$ cat config.mk
export PLATFORM = sky130hd
export DESIGN_NAME = exception_trap_ctrl
export DESIGN_NICKNAME = d
export VERILOG_FILES = /design/src/rtl/exception_trap_ctrl_pkg.sv /design/src/rtl/exception_trap_ctrl_trap_ctx_stack.sv /design/src/rtl/exception_trap_ctrl.sv
export SDC_FILE = /design/constraint.sdc
export NUM_CORES = 1
export LEC_CHECK = 0
export CAP_MARGIN = 20
export CORE_MARGIN = 3
export CORE_UTILIZATION = 45
export CTS_CLUSTER_SIZE = 25
export DETAILED_ROUTE_END_ITERATION = 8
export PLACE_DENSITY = 0.81
export REMOVE_ABC_BUFFERS = 1
export SLEW_MARGIN = 15
export SYNTH_ARGS = -nofsm -noshare
export SYNTH_HDL_FRONTEND = slang
export SYNTH_SLANG_ARGS = --single-unit
$ cat constraint.sdc
create_clock -name i_clk -period 20.7 [get_ports i_clk]
set_input_delay 6.21 -clock i_clk [delete_from_list [all_inputs] [get_ports i_clk]]
set_output_delay 6.21 -clock i_clk [all_outputs]
set_load 0.02 [all_outputs]
$ cat src/rtl/exception_trap_ctrl_pkg.sv
// Shared constants for the exception/trap controller: cause codes, FSM
// states, address-region decode and the mtval source selection rule.
package exception_trap_ctrl_pkg;

    // Data-width selectors: W = 1 << (XLEN + 4)
    localparam int XLEN_32B = 1;
    localparam int XLEN_64B = 2;

    // Exception cause codes (4 bits); NO_E marks "no exception"
    localparam logic [3:0] E_INSTR_ADDR_MISALIGNED = 4'd0;
    localparam logic [3:0] E_ILLEGAL_INSTR         = 4'd2;
    localparam logic [3:0] E_LOAD_ADDR_MISALIGNED  = 4'd4;
    localparam logic [3:0] E_LOAD_ACCESS_FAULT     = 4'd5;
    localparam logic [3:0] E_STORE_ADDR_MISALIGNED = 4'd6;
    localparam logic [3:0] E_STORE_ACCESS_FAULT    = 4'd7;
    localparam logic [3:0] E_ECALL                 = 4'd11;
    localparam logic [3:0] E_SP_OUT_OF_RANGE       = 4'd14;
    localparam logic [3:0] NO_E                    = 4'd15;

    // Trap entry/return FSM states
    typedef enum logic [2:0] {
        ST_IDLE    = 3'd0,
        ST_FLUSH   = 3'd1,
        ST_ENTER   = 3'd2,
        ST_IN_TRAP = 3'd3,
        ST_RET     = 3'd4,
        ST_HALT    = 3'd5
    } trap_state_e;

    // i_pc_f[20:18] value that identifies the text region
    localparam logic [2:0] REGION_TEXT = 3'b010;

    // mret after an ecall resumes at the instruction after the ecall
    localparam int ECALL_RET_OFFSET = 4;

    // Where mtval comes from for a given cause
    typedef enum logic [1:0] {
        TVAL_PC,
        TVAL_ADDR,
        TVAL_ZERO
    } tval_src_e;

    function automatic tval_src_e tval_source(input logic [3:0] code);
        case (code)
            E_INSTR_ADDR_MISALIGNED,
            E_ILLEGAL_INSTR:         return TVAL_PC;
            E_LOAD_ADDR_MISALIGNED,
            E_LOAD_ACCESS_FAULT,
            E_STORE_ADDR_MISALIGNED,
            E_STORE_ACCESS_FAULT:    return TVAL_ADDR;
            default:                 return TVAL_ZERO;
        endcase
    endfunction

endpackage

$ cat src/rtl/exception_trap_ctrl_trap_ctx_stack.sv
// LIFO of trap contexts {pc, cause, tval}. The top entry is shown
// continuously; an empty stack shows zeros and NO_E.
module trap_ctx_stack
    import exception_trap_ctrl_pkg::*;
#(
    parameter int W     = 64,
    parameter int DEPTH = 2
) (
    input  logic         i_clk,
    input  logic         i_rst_n,
    input  logic         i_push,
    input  logic         i_pop,
    input  logic [W-1:0] i_pc,
    input  logic [3:0]   i_cause,
    input  logic [W-1:0] i_tval,
    output logic         o_full,
    output logic         o_nonempty,
    output logic [W-1:0] o_top_pc,
    output logic [3:0]   o_top_cause,
    output logic [W-1:0] o_top_tval
);

    localparam int CW = $clog2(DEPTH + 1);
    localparam int IW = (DEPTH > 1) ? $clog2(DEPTH) : 1;

    logic [CW-1:0] r_count;
    logic [CW-1:0] w_count_next;
    logic          r_nonempty;
    logic [W-1:0]  r_pc    [DEPTH];
    logic [3:0]    r_cause [DEPTH];
    logic [W-1:0]  r_tval  [DEPTH];
    logic          w_do_push;
    logic          w_do_pop;
    logic [IW-1:0] w_wr_idx;
    logic [IW-1:0] w_top_idx;

    assign o_full     = (r_count == CW'(DEPTH));
    assign o_nonempty = r_nonempty;
    assign w_do_push  = i_push && !o_full;
    assign w_do_pop   = i_pop && r_nonempty && !w_do_push;
    assign w_wr_idx   = IW'(r_count);
    assign w_top_idx  = IW'(r_count - CW'(1));

    // Next occupancy from push/pop requests
    always_comb begin
        // NOTE: every always_comb output gets a default first so no path leaves it unassigned (no latch).
        w_count_next = r_count;
        if (w_do_push)
            w_count_next = r_count + CW'(1);
        else if (w_do_pop)
            w_count_next = r_count - CW'(1);
    end

    // Occupancy counter with a registered non-empty flag
    always_ff @(posedge i_clk or negedge i_rst_n) begin
        if (!i_rst_n) begin
            r_count    <= '0;
            r_nonempty <= 1'b0;
        end else begin
            r_count    <= w_count_next;
            r_nonempty <= (w_count_next != '0);
        end
    end

    // Context storage written on push
    // NOTE: storage is not reset; r_count gates every read, so stale entries are never visible.
    always_ff @(posedge i_clk) begin
        if (w_do_push) begin
            r_pc[w_wr_idx]    <= i_pc;
            r_cause[w_wr_idx] <= i_cause;
            r_tval[w_wr_idx]  <= i_tval;
        end
    end

    assign o_top_pc    = r_nonempty ? r_pc[w_top_idx]    : '0;
    assign o_top_cause = r_nonempty ? r_cause[w_top_idx] : NO_E;
    assign o_top_tval  = r_nonempty ? r_tval[w_top_idx]  : '0;

endmodule

$ cat src/rtl/exception_trap_ctrl.sv
// Exception/trap controller: carries fetch exceptions to E, arbitrates them
// against E-stage exceptions, and sequences trap entry, nested traps,
// mret return and fatal halt.
module exception_trap_ctrl
    import exception_trap_ctrl_pkg::*;
#(
    parameter int XLEN        = XLEN_64B,
    parameter int CARRY_DEPTH = 2,
    parameter int NEST_DEPTH  = 2,
    parameter int VECTORED    = 0,
    localparam int W          = 1 << (XLEN + 4),
    parameter logic [W-1:0] TRAP_VEC_BASE = '0
) (
    input  logic         i_clk,
    input  logic         i_rst_n,
    input  logic [W-1:0] i_pc_f,
    input  logic [3:0]   i_exc_code_f,
    input  logic [3:0]   i_exc_code_e,
    input  logic [W-1:0] i_alu_out_e,
    input  logic         i_valid_e,
    input  logic         i_stall,
    input  logic         i_flush_d,
    input  logic         i_mret_e,
    output logic         o_flush,
    output logic         o_redirect_en,
    output logic [W-1:0] o_redirect_pc,
    output logic [W-1:0] o_mepc,
    output logic [W-1:0] o_mtval,
    output logic [3:0]   o_mcause,
    output logic         o_trap_permission,
    output logic         o_reset_permission,
    output logic         o_halt,
    output logic [2:0]   o_state
);

    localparam int E_IDX = CARRY_DEPTH - 1;

    logic [3:0]   r_code_pipe [CARRY_DEPTH];
    logic [W-1:0] r_pc_pipe   [CARRY_DEPTH];
    trap_state_e  r_state;
    logic         r_flush;
    logic         r_redirect_en;
    logic [W-1:0] r_redirect_pc;
    logic         r_halt;
    logic         r_reset_perm;

    logic         w_sample_en;
    logic [3:0]   w_carried_code;
    logic [W-1:0] w_carried_pc;
    logic [3:0]   w_eff_code;
    logic         w_exc;
    logic         w_mret_take;
    logic [W-1:0] w_push_tval;
    logic         w_full;
    logic         w_nonempty;
    logic [W-1:0] w_top_pc;
    logic [3:0]   w_top_cause;
    logic [W-1:0] w_top_tval;
    logic [W-1:0] w_vec_pc;
    logic [W-1:0] w_ret_pc;

    // Carry pipe: shift {code, pc} toward E, kill on flushes, hold on stall
    always_ff @(posedge i_clk or negedge i_rst_n) begin
        if (!i_rst_n) begin
            for (int i = 0; i < CARRY_DEPTH; i++) begin
                r_code_pipe[i] <= NO_E;
                r_pc_pipe[i]   <= '0;
            end
        end else if (r_flush) begin
            for (int i = 0; i < CARRY_DEPTH; i++)
                r_code_pipe[i] <= NO_E;
        end else if (!i_stall) begin
            // A branch flush also kills the entry that would move into E
            r_code_pipe[0] <= i_flush_d ? NO_E : i_exc_code_f;
            r_pc_pipe[0]   <= i_pc_f;
            for (int i = 1; i < CARRY_DEPTH; i++) begin
                r_code_pipe[i] <= i_flush_d ? NO_E : r_code_pipe[i-1];
                r_pc_pipe[i]   <= r_pc_pipe[i-1];
            end
        end else if (i_flush_d) begin
            for (int i = 0; i < E_IDX; i++)
                r_code_pipe[i] <= NO_E;
        end
    end

    assign w_carried_code = r_code_pipe[E_IDX];
    assign w_carried_pc   = r_pc_pipe[E_IDX];
    assign w_sample_en    = i_valid_e && !i_stall &&
                            (r_state == ST_IDLE || r_state == ST_IN_TRAP);

    // Carried fetch code wins; a bare mret outside a trap is illegal
    assign w_eff_code = (w_carried_code != NO_E) ? w_carried_code :
                        (i_exc_code_e == NO_E && i_mret_e && r_state == ST_IDLE) ?
                        E_ILLEGAL_INSTR : i_exc_code_e;
    assign w_exc       = w_sample_en && (w_eff_code != NO_E);
    assign w_mret_take = w_sample_en && !w_exc && i_mret_e && (r_state == ST_IN_TRAP);

    // mtval selection by cause
    always_comb begin
        w_push_tval = '0;
        case (tval_source(w_eff_code))
            TVAL_PC:   w_push_tval = w_carried_pc;
            TVAL_ADDR: w_push_tval = i_alu_out_e;
            default:   w_push_tval = '0;
        endcase
    end

    trap_ctx_stack #(
        .W     (W),
        .DEPTH (NEST_DEPTH)
    ) u_stack (
        .i_clk       (i_clk),
        .i_rst_n     (i_rst_n),
        .i_push      (w_exc && !w_full),
        .i_pop       (w_mret_take),
        .i_pc        (w_carried_pc),
        .i_cause     (w_eff_code),
        .i_tval      (w_push_tval),
        .o_full      (w_full),
        .o_nonempty  (w_nonempty),
        .o_top_pc    (w_top_pc),
        .o_top_cause (w_top_cause),
        .o_top_tval  (w_top_tval)
    );

    assign w_vec_pc = TRAP_VEC_BASE + ((VECTORED != 0) ? (W'(w_top_cause) << 2) : '0);
    assign w_ret_pc = w_top_pc + ((w_top_cause == E_ECALL) ? W'(ECALL_RET_OFFSET) : '0);

    // Trap FSM with registered flush/redirect/halt outputs
    always_ff @(posedge i_clk or negedge i_rst_n) begin
        if (!i_rst_n) begin
            r_state       <= ST_IDLE;
            r_flush       <= 1'b0;
            r_redirect_en <= 1'b0;
            r_redirect_pc <= '0;
            r_halt        <= 1'b0;
        end else begin
            // NOTE: non-blocking throughout so every register sees pre-edge values of the others.
            r_flush       <= 1'b0;
            r_redirect_en <= 1'b0;
            case (r_state)
                ST_IDLE: begin
                    if (w_exc) begin
                        r_state <= ST_FLUSH;
                        r_flush <= 1'b1;
                    end
                end
                ST_FLUSH: begin
                    r_state       <= ST_ENTER;
                    r_redirect_en <= 1'b1;
                    r_redirect_pc <= w_vec_pc;
                end
                ST_ENTER: r_state <= ST_IN_TRAP;
                ST_IN_TRAP: begin
                    if (w_exc) begin
                        r_state <= w_full ? ST_HALT : ST_FLUSH;
                        r_halt  <= w_full;
                        r_flush <= 1'b1;
                    end else if (w_mret_take) begin
                        r_state       <= ST_RET;
                        r_flush       <= 1'b1;
                        r_redirect_en <= 1'b1;
                        r_redirect_pc <= w_ret_pc;
                    end
                end
                ST_RET:  r_state <= w_nonempty ? ST_IN_TRAP : ST_IDLE;
                ST_HALT: begin
                    r_halt  <= 1'b1;
                    r_flush <= 1'b1;
                end
                default: r_state <= ST_IDLE;
            endcase
        end
    end

    // Reset-region permission drops once fetch reaches the text region
    always_ff @(posedge i_clk or negedge i_rst_n) begin
        if (!i_rst_n)
            r_reset_perm <= 1'b1;
        else if (i_pc_f[20:18] == REGION_TEXT)
            r_reset_perm <= 1'b0;
    end

    assign o_flush            = r_flush;
    assign o_redirect_en      = r_redirect_en;
    assign o_redirect_pc      = r_redirect_pc;
    assign o_mepc             = w_top_pc;
    assign o_mcause           = w_top_cause;
    assign o_mtval            = w_top_tval;
    assign o_trap_permission  = w_nonempty;
    assign o_reset_permission = r_reset_perm;
    assign o_halt             = r_halt;
    assign o_state            = r_state;

endmodule

==> results.txt, run 1 <==
----------------------------------------------------
[Run status]
  Result of the run ... finished, final reports clean

[Floorplan]
  Num ports ... 346
  Full die area ... about 0.049 mm^2
  Die Wd ... roughly 220 um
  Overall die height ... roughly 220 um
  Area of the placeable core ... about 0.045 mm^2
  Starting utilization of the core area ... a little under half
  Rows ... 77

[Pwr]
  Sequential power share ... between 30% and 40%
  Net switching fraction of the power ... ~36%
  PnR Total Power ... approximately 3700 uW
  Leakage power total ... about 0.01 uW
  Clock share of power ... between 20% and 30%
  Combinational Power Share ... between 30% and 40%
  Internal power component ... 2380 uW
  Net switching power of the design ... 1330 uW
  Pwr/cell area ... between 100 and 150 mW/mm^2
  Worst VDD drop ... around 0.000087 V

[Yosys]
  Unique cell type count in the Yosys netlist ... between 70 and 80
  FFs w/ async S/R, synth ... between 40 and 50%
  Flops & latches, synth ... around 470
  Per-instance average area after synthesis ... 13.1 um^2
  Sequential element share of the synthesized area ... between 60% and 70%
  Count of yosys warnings during synthesis ... 0
  Synthesized area ... 0.0207 mm^2
  Main synth FF type ... sky130_fd_sc_hd__edfxtp_1
  EDFF count, synth ... about 260
  Post-Syn Instances ... 1577

[Setup path]
  Delay of the slowest critical-path stage ... approximately 0.82 ns
  Critical Path, Cell by Cell ... buf_4 -> buf_4 -> mux2i_1 -> nand2b_1 -> inv_1 -> clkdlybuf4s50_1
  Worst-path maximum fanout ... 61
  Worst Reg2Reg Path Length in Cells ... 8
  Number of buffer and inverter stages on the critical path ... 4
  Kind of cell adding the most delay to the critical path ... buffers and inverters
  Crit path depth ... 6
  CP most frequent cell ... sky130_fd_sc_hd__buf_4
  Worst setup path category ... reg -> out
  Crit path max-delay cell type ... sky130_fd_sc_hd__dfrtp_4
  Critical Path Start Type ... flop
  CP arrival ... approximately 4.4 ns
  Data required, critical path ... roughly 14 ns
  CP endpoint kind ... output port

[Global routing]
  Global-route wire length before repair ... just under 90000 um
  All-Layer GR Usage ... between 20% and 30%
  Via count of the first global-routing pass ... about 15k
  Largest net degree at the start of global routing ... a little over 90
  Leftover overflow at the end of global routing ... 0
  Initial antenna violation count ... 0

[Final layout]
  Number of antenna cells inserted ... 0
  Non-filler instance count after layout ... approximately 2.5k
  Most common library cell in the layout ignoring fill and taps ... sky130_fd_sc_hd__clkdlybuf4s50_1
  Core Util, Final ... 59.0%
  Layout overhead on the synthesized area ... 27.7%
  Share of final-layout standard cells stronger than drive strength 1 ... between 10% and 20%
  Highest-count cells in the layout ignoring fill and taps ... sky130_fd_sc_hd__clkdlybuf4s50_1 (344), sky130_fd_sc_hd__edfxtp_1 (264), sky130_fd_sc_hd__dfrtp_1 (199), sky130_fd_sc_hd__nor2_1 (142), sky130_fd_sc_hd__mux2_2 (138)
  Nets ... between 2k and 2.5k

[Timing]
  # setup viols final ... 0
  Final critical path time including I/O delays and setup ... roughly 11 ns
  Worst-case headroom to the max-slew limit ... around a quarter
  Slew at the pin with the worst max-slew slack ... between 1 and 1.5 ns
  Crit share post-route ... 51.3%
  Final Hold Vio Count ... 0
  Number of pins with negative max-slew slack in the final report ... 0
  Setup tns final ... 0 ns
  Worst hold-check slack ... around 0.46 ns
  Max Fclk ... roughly 94 MHz
  Unrepaired setup endpoints after global routing ... no
  Final Skew ... roughly 0.02 ns

[Placement]
  Sum of net half-perimeters after detailed placement ... between 30000 and 40000 um
  Placed Cells ... ~2.4k
  Total of buffers placed on input and output ports ... around 350
  GPL Wtd Cong ... slightly below 0.9

[Clocking]
  Postcts setup bufs ... 0
  Buffer cell driving the clock tree root ... sky130_fd_sc_hd__clkbuf_16
  Clock Latency Late Sink ... a little under 0.6 ns
  Resized Gates After CTS ... 0
  Maximum clock path buffer count ... 3
  Number of sinks on the clock net ... between 400 and 500
  CTS HTree Levels ... 2
  TritonCTS clock tree ... built
  Cts bufs inserted ... 50
  Clock input transition at the sequential cells of the worst setup and hold paths ... about 0.06 ns
  Hold Buf Count CTS ... 0

[Route]
  Final Routed Wirelength ... 58900 um
  Routed length per instance ... approximately 23 um
  Via-per-instance ratio ... roughly 5.8
  Detailed router's first-iteration violation count ... 1272
  Via count ... between 10k and 15k
  Drt drc ... 0
  DRT Pass-1 Iters ... 5
  Post-route ant nets ... 0

[Min path]
  Class of the tightest hold or removal check ... reg -> reg
  Hold Crit Depth ... 1

[Run]
  Total of max-cap violations ... 0

----------------------------------------------------
==> synth_stat cells, types with 3 or more instances <==
cell type	number	area share (%)
sky130_fd_sc_hd__mux2i_1	129	6.2
sky130_fd_sc_hd__o21bai_1	4	0.15
sky130_fd_sc_hd__a221o_1	4	0.19
sky130_fd_sc_hd__dfstp_2	9	1.1
sky130_fd_sc_hd__o21ai_1	20	0.48
sky130_fd_sc_hd__nand2b_1	6	0.18
sky130_fd_sc_hd__nand3b_1	14	0.51
sky130_fd_sc_hd__o211ai_1	10	0.36
sky130_fd_sc_hd__or4_1	3	0.11
sky130_fd_sc_hd__a211oi_1	6	0.22
sky130_fd_sc_hd__ha_1	3	0.18
sky130_fd_sc_hd__nand3_1	51	1.2
sky130_fd_sc_hd__o22ai_1	6	0.18
sky130_fd_sc_hd__xnor2_1	32	1.4
sky130_fd_sc_hd__nor2_1	146	2.6
sky130_fd_sc_hd__dfrtp_1	201	24
sky130_fd_sc_hd__edfxtp_1	264	38
sky130_fd_sc_hd__a32oi_1	5	0.21
sky130_fd_sc_hd__nand2_1	130	2.4
sky130_fd_sc_hd__nor2b_1	10	0.30
sky130_fd_sc_hd__buf_2	20	0.48
sky130_fd_sc_hd__mux2_2	138	7.5
sky130_fd_sc_hd__nor4_1	21	0.63
sky130_fd_sc_hd__a22o_1	74	3.1
sky130_fd_sc_hd__a21oi_1	17	0.41
sky130_fd_sc_hd__or3_1	9	0.27
sky130_fd_sc_hd__a22oi_1	7	0.25
sky130_fd_sc_hd__inv_1	21	0.38
sky130_fd_sc_hd__and3_1	3	0.091
sky130_fd_sc_hd__nand4_1	34	1.0
sky130_fd_sc_hd__nand4b_1	8	0.34
sky130_fd_sc_hd__buf_1	7	0.13
sky130_fd_sc_hd__nor3_1	31	0.75
sky130_fd_sc_hd__clkbuf_1	63	1.1
sky130_fd_sc_hd__mux2_1	3	0.16
sky130_fd_sc_hd__o21ai_0	22	0.53
==> layer usage <==
metal / vias to the layer above / global-route usage, % / wire [um] / part of all wire [%]
met4: 0 / 10.4 / 2300 / 3.9
met1: 7370 / 31.9 / 24200 / 41
met5: - / 0 / 0 / 0
met3: 123 / 4.67 / 4660 / 7.9
met2: 655 / 38.1 / 27700 / 47
li1: 6563 / - / - / -
==> power by group through the flow <==
| stage | Combinational (uW) | Sequential, uW | Clock, uW |
|---|---|---|---|
| 6_report | 1390 | 1410 | 915 |
| 5_1_grt | 1480 | 1430 | 971 |
| 4_1_cts | 1390 | 1410 | 931 |
| 3_5_place_dp | 1390 | 1420 | 0 |
| 3_3_place_gp | 1360 | 1410 | 0 |
| 2_1_floorplan | 810 | 1450 | 0 |
==> stage by stage <==
stage	setup slack, ns	instance area [um^2]
after floorplan	6.09	20300
after global placement	10.68	24700
after detailed placement	10.53	24700
after CTS	10.09	26400
after global routing	9.82	26500
final	10.09	26500
==> worst reg2reg max path: cells and delay by family (launching register included) <==
kind            cells  cell delay (ns)
compound gates      1             1.06
buf+inv             2             1.59
flops               1             0.82
mux                 1             0.42
simple gates        4             1.50
==> cell type report <==
type | instances | area, um^2
Multi-Input combinational cell | 990 | 7110
Timing Repair Buffer | 366 | 3620
Fill cell | 3523 | 18300
Clock inverter | 23 | 231
Tap cell | 592 | 741
Clock buffer | 71 | 1460
Sequential cell | 474 | 13200
Inverter | 22 | 85.1
==> state kept, by name, indices dropped and copies added, names as in the netlist <==
name / flops
u_stack.r_pc: 128
u_stack.r_tval: 128
o_redirect_pc: 64
r_pc_pipe: 64
w_carried_pc: 64
u_stack.r_cause: 8
r_code_pipe: 4
w_carried_code: 4
o_state: 3
u_stack.r_count: 2
o_flush: 1
o_halt: 1
o_redirect_en: 1
o_reset_permission: 1
u_stack.o_nonempty: 1
==> final timing paths <==
path | startpoint | endpoint | slack (ns)
worst max register to register | u_stack.r_count[0] | o_redirect_pc[57] | 15.26
worst min-delay path | o_reset_permission | o_reset_permission | 0.46
min in group asynchronous | i_rst_n | r_pc_pipe[79] | 5.64
worst max-delay path | u_stack.r_count[0] | o_mepc[55] | 10.09
worst min register to register | o_reset_permission | o_reset_permission | 0.46
max in group asynchronous | i_rst_n | u_stack.r_count[0] | 13.53
==> kinds of logic (layout without fill, tap and decap cells) <==
group	after synthesis	after routing	synth area share, %
xor gates and xnor gates	34	34	1.44
muxes	270	270	13.9
buffers and inverters	113	482	2.21
adders and majority gates	3	3	0.181
and+or+nand+nor	479	479	11.1
AOI/OAI and AO/OA	204	204	7.48
DFF	474	474	63.7
Note: power is estimated with default switching activity, not from simulation.
==> inputs of run 2 (changes only) <==
Clock period 20.7 ns to 11.1 ns, I/O delays scaled along.
==> run 2 against run 1 <==
- combinational power is 86% higher
- cell count up 0.12%
- clock skew is 0.0042 ns higher
- first-iteration DRC count is 3.1% higher
- utilization rose by 0.14 points
- critical path depth shrank 2
- critical path type unchanged
- largest cell class unchanged
- largest power group unchanged
==> results.txt, run 2 (same netlist as run 1, synthesis figures left out) <==
----------------------------------------------------
[Route]
  Via-per-instance ratio ... 5.79 (-0.18%)
  DRT Pass-1 Iters ... 5 (unchanged)
  Final Routed Wirelength ... 58300 um (-0.95%)
  Detailed router's first-iteration violation count ... 1311 (+3.1%)
  Routed length per instance ... 22.9 um (-1.1%)
  Via count ... 14.7k (-0.061%)
  Post-route ant nets ... 0 (unchanged)
  Drt drc ... 0 (unchanged)

[Setup path]
  Delay of the slowest critical-path stage ... 0.85 ns (+0.03 ns)
  CP endpoint kind ... output port
  Worst-path maximum fanout ... 61 (unchanged)
  Worst setup path category ... reg -> out
  Critical Path Start Type ... flop
  Data required, critical path ... 7.77 ns (-6.72 ns)
  Critical Path, Cell by Cell ... buf_4 -> mux2i_1 -> nor2_1 -> clkdlybuf4s50_1
  Crit path max-delay cell type ... sky130_fd_sc_hd__dfrtp_4
  CP arrival ... 3.68 ns (-0.72 ns)

[Run status]
  Result of the run ... finished, final reports clean

[Pwr]
  Combinational Power Share ... 37.2% (-0.2 points)
  Worst VDD drop ... 0.000251 V (+190%)
  Sequential power share ... 37.7% (-0.3 points)
  Net switching fraction of the power ... 35.9% (about the same)
  Internal power component ... 4470 uW (+88%)
  Net switching power of the design ... 2500 uW (+88%)
  Pwr/cell area ... 263 mW/mm^2 (+87%)
  Clock share of power ... 25.1% (+0.4 points)
  Leakage power total ... 0.0100 uW (+0.28%)

[Clocking]
  CTS HTree Levels ... 2 (unchanged)
  Buffer cell driving the clock tree root ... sky130_fd_sc_hd__clkbuf_16
  TritonCTS clock tree ... built
  Maximum clock path buffer count ... 3 (unchanged)
  Hold Buf Count CTS ... 0 (unchanged)
  Resized Gates After CTS ... 0 (unchanged)
  Number of sinks on the clock net ... 474 (unchanged)
  Cts bufs inserted ... 51 (+2.0%)
  Postcts setup bufs ... 0 (unchanged)
  Clock input transition at the sequential cells of the worst setup and hold paths ... 0.06 ns (about the same)
  Clock Latency Late Sink ... 0.59 ns (about the same)

[Timing]
  Max Fclk ... about 140 MHz
  # setup viols final ... 0 (unchanged)
  Final Hold Vio Count ... 0 (unchanged)
  Slew at the pin with the worst max-slew slack ... 1.20 ns (+0.0539 ns)
  Setup tns final ... 0 ns (unchanged)
  Final critical path time including I/O delays and setup ... roughly 7.0 ns
  Number of pins with negative max-slew slack in the final report ... 0 (unchanged)
  Unrepaired setup endpoints after global routing ... no
  Worst-case headroom to the max-slew limit ... 19.9% (-3.6 points)
  Post-route setup slack ... 4.09 ns (-6.00 ns)
  Crit share post-route ... between 60% and 70%
  Final Skew ... 0.0244 ns (+0.00420 ns)

[Global routing]
  Via count of the first global-routing pass ... 14.9k (-0.034%)
  Global-route wire length before repair ... 86700 um (-1.3%)
  Largest net degree at the start of global routing ... 91 (unchanged)
  Initial antenna violation count ... 1 (+1)
  Leftover overflow at the end of global routing ... 0 (unchanged)
  All-Layer GR Usage ... 23.5% (-0.34 points)

[Run]
  Total of max-cap violations ... 0 (unchanged)

[Floorplan]
  Rows ... 77 (unchanged)
  Area of the placeable core ... 0.0448 mm^2 (unchanged)
  Starting utilization of the core area ... 46.2% (unchanged)
  Die Wd ... 221 um (unchanged)
  Overall die height ... 221 um (unchanged)
  Num ports ... 346 (unchanged)
  Full die area ... 0.0486 mm^2 (unchanged)

[Placement]
  Pre-CTS worst setup slack ... 3.81 ns (-6.72 ns)
  GPL Wtd Cong ... 0.882 (-1.3%)
  Total of buffers placed on input and output ports ... 345 (unchanged)
  Sum of net half-perimeters after detailed placement ... 38900 um (+0.24%)

[Final layout]
  Nets ... 2050 (+0.049%)
  Registers with the highest flip-flop counts ... u_stack.r_pc x128, u_stack.r_tval x128
  Share of final-layout standard cells stronger than drive strength 1 ... 14.0% (+0.19 points)
  Layout overhead on the synthesized area ... 28.0%
  Highest-count cells in the layout ignoring fill and taps ... sky130_fd_sc_hd__clkdlybuf4s50_1 (344), sky130_fd_sc_hd__edfxtp_1 (264), sky130_fd_sc_hd__dfrtp_1 (199), sky130_fd_sc_hd__nor2_1 (142), sky130_fd_sc_hd__mux2_2 (138)
  Filler instances ... 3515 (-0.23%)
  Most common library cell in the layout ignoring fill and taps ... sky130_fd_sc_hd__clkdlybuf4s50_1

[Min path]
  Class of the tightest hold or removal check ... reg -> reg

----------------------------------------------------
-- run 2: cell types whose count changed in the layout (fill, tap and decap cells not counted), sizes merged --
cell,previous run,this run
clkinv,15,18
bufinv,4,6
clkbuf,71,65
diode,0,1
clkinvlp,3,4
inv,23,25
-- run 2: path summary, 6_finish.rpt --
check	slack, ns	start	cells after the start	endpoint
worst max-delay path	4.09	u_stack.r_count[0]	4	o_mepc[25]
worst min-delay path	0.46	o_reset_permission	1	o_reset_permission
worst max register to register	6.25	u_stack.r_count[0]	7	u_stack.r_tval[0][41]
worst min register to register	0.46	o_reset_permission	1	o_reset_permission
max in group asynchronous	6.89	i_rst_n	2	o_redirect_pc[26]
min in group asynchronous	2.76	i_rst_n	1	r_pc_pipe[79]
-- run 2: metal layers --
layer | up-vias | routed length, um | track usage, %
met5 | - | 0 | 0
met4 | 0 | 2350 | 10.2
met3 | 131 | 4470 | 4.81
met2 | 642 | 27300 | 37.4
met1 | 7359 | 24200 | 31.5
li1 | 6570 | - | -
-- run 2: through the flow --
stage               utilization [%]  instances  cell area (um^2)  total power [uW]  hold slack, ns
CTS                            59.2       2540             26500              7010           0.459
floorplan                         -       1486             20300              4210           0.460
global placement               55.2       2444             24700              5170           0.446
global route                   59.2       2541             26500              7290           0.477
detailed placement             55.2       2444             24700              5250           0.449
finish                         59.2       2541             26500              6970           0.456
-- run 2: power groups by stage --
stage / Combinational, uW / Clock, uW / Sequential (uW)
detailed placement: 2590 / 0 / 2660
floorplan: 1510 / 0 / 2700
global placement: 2540 / 0 / 2630
global route: 2760 / 1850 / 2680
CTS: 2600 / 1780 / 2630
finish: 2590 / 1750 / 2630
-- run 2: worst max-delay path, delay by kind of cell (launching register included) --
family | cells | cell delay, ns
DFF | 1 | 0.85
and+or+nand+nor | 1 | 0.52
muxes | 1 | 0.16
buffers and inverters | 2 | 1.52
-- run 2: cell type report --
| type | instances | area (um^2) | share of cell area (%) |
|---|---|---|---|
| flip-flops and latches | 474 | 13200 | 49.8 |
| multi-input cells | 990 | 7110 | 26.8 |
| repair buffers | 366 | 3620 | 13.6 |
| clock buffers | 65 | 1420 | 5.36 |
| well taps | 592 | 741 | 2.79 |
| clock inverters | 31 | 335 | 1.26 |
| inverters | 22 | 85.1 | 0.321 |
| diodes | 1 | 2.50 | 0.00944 |
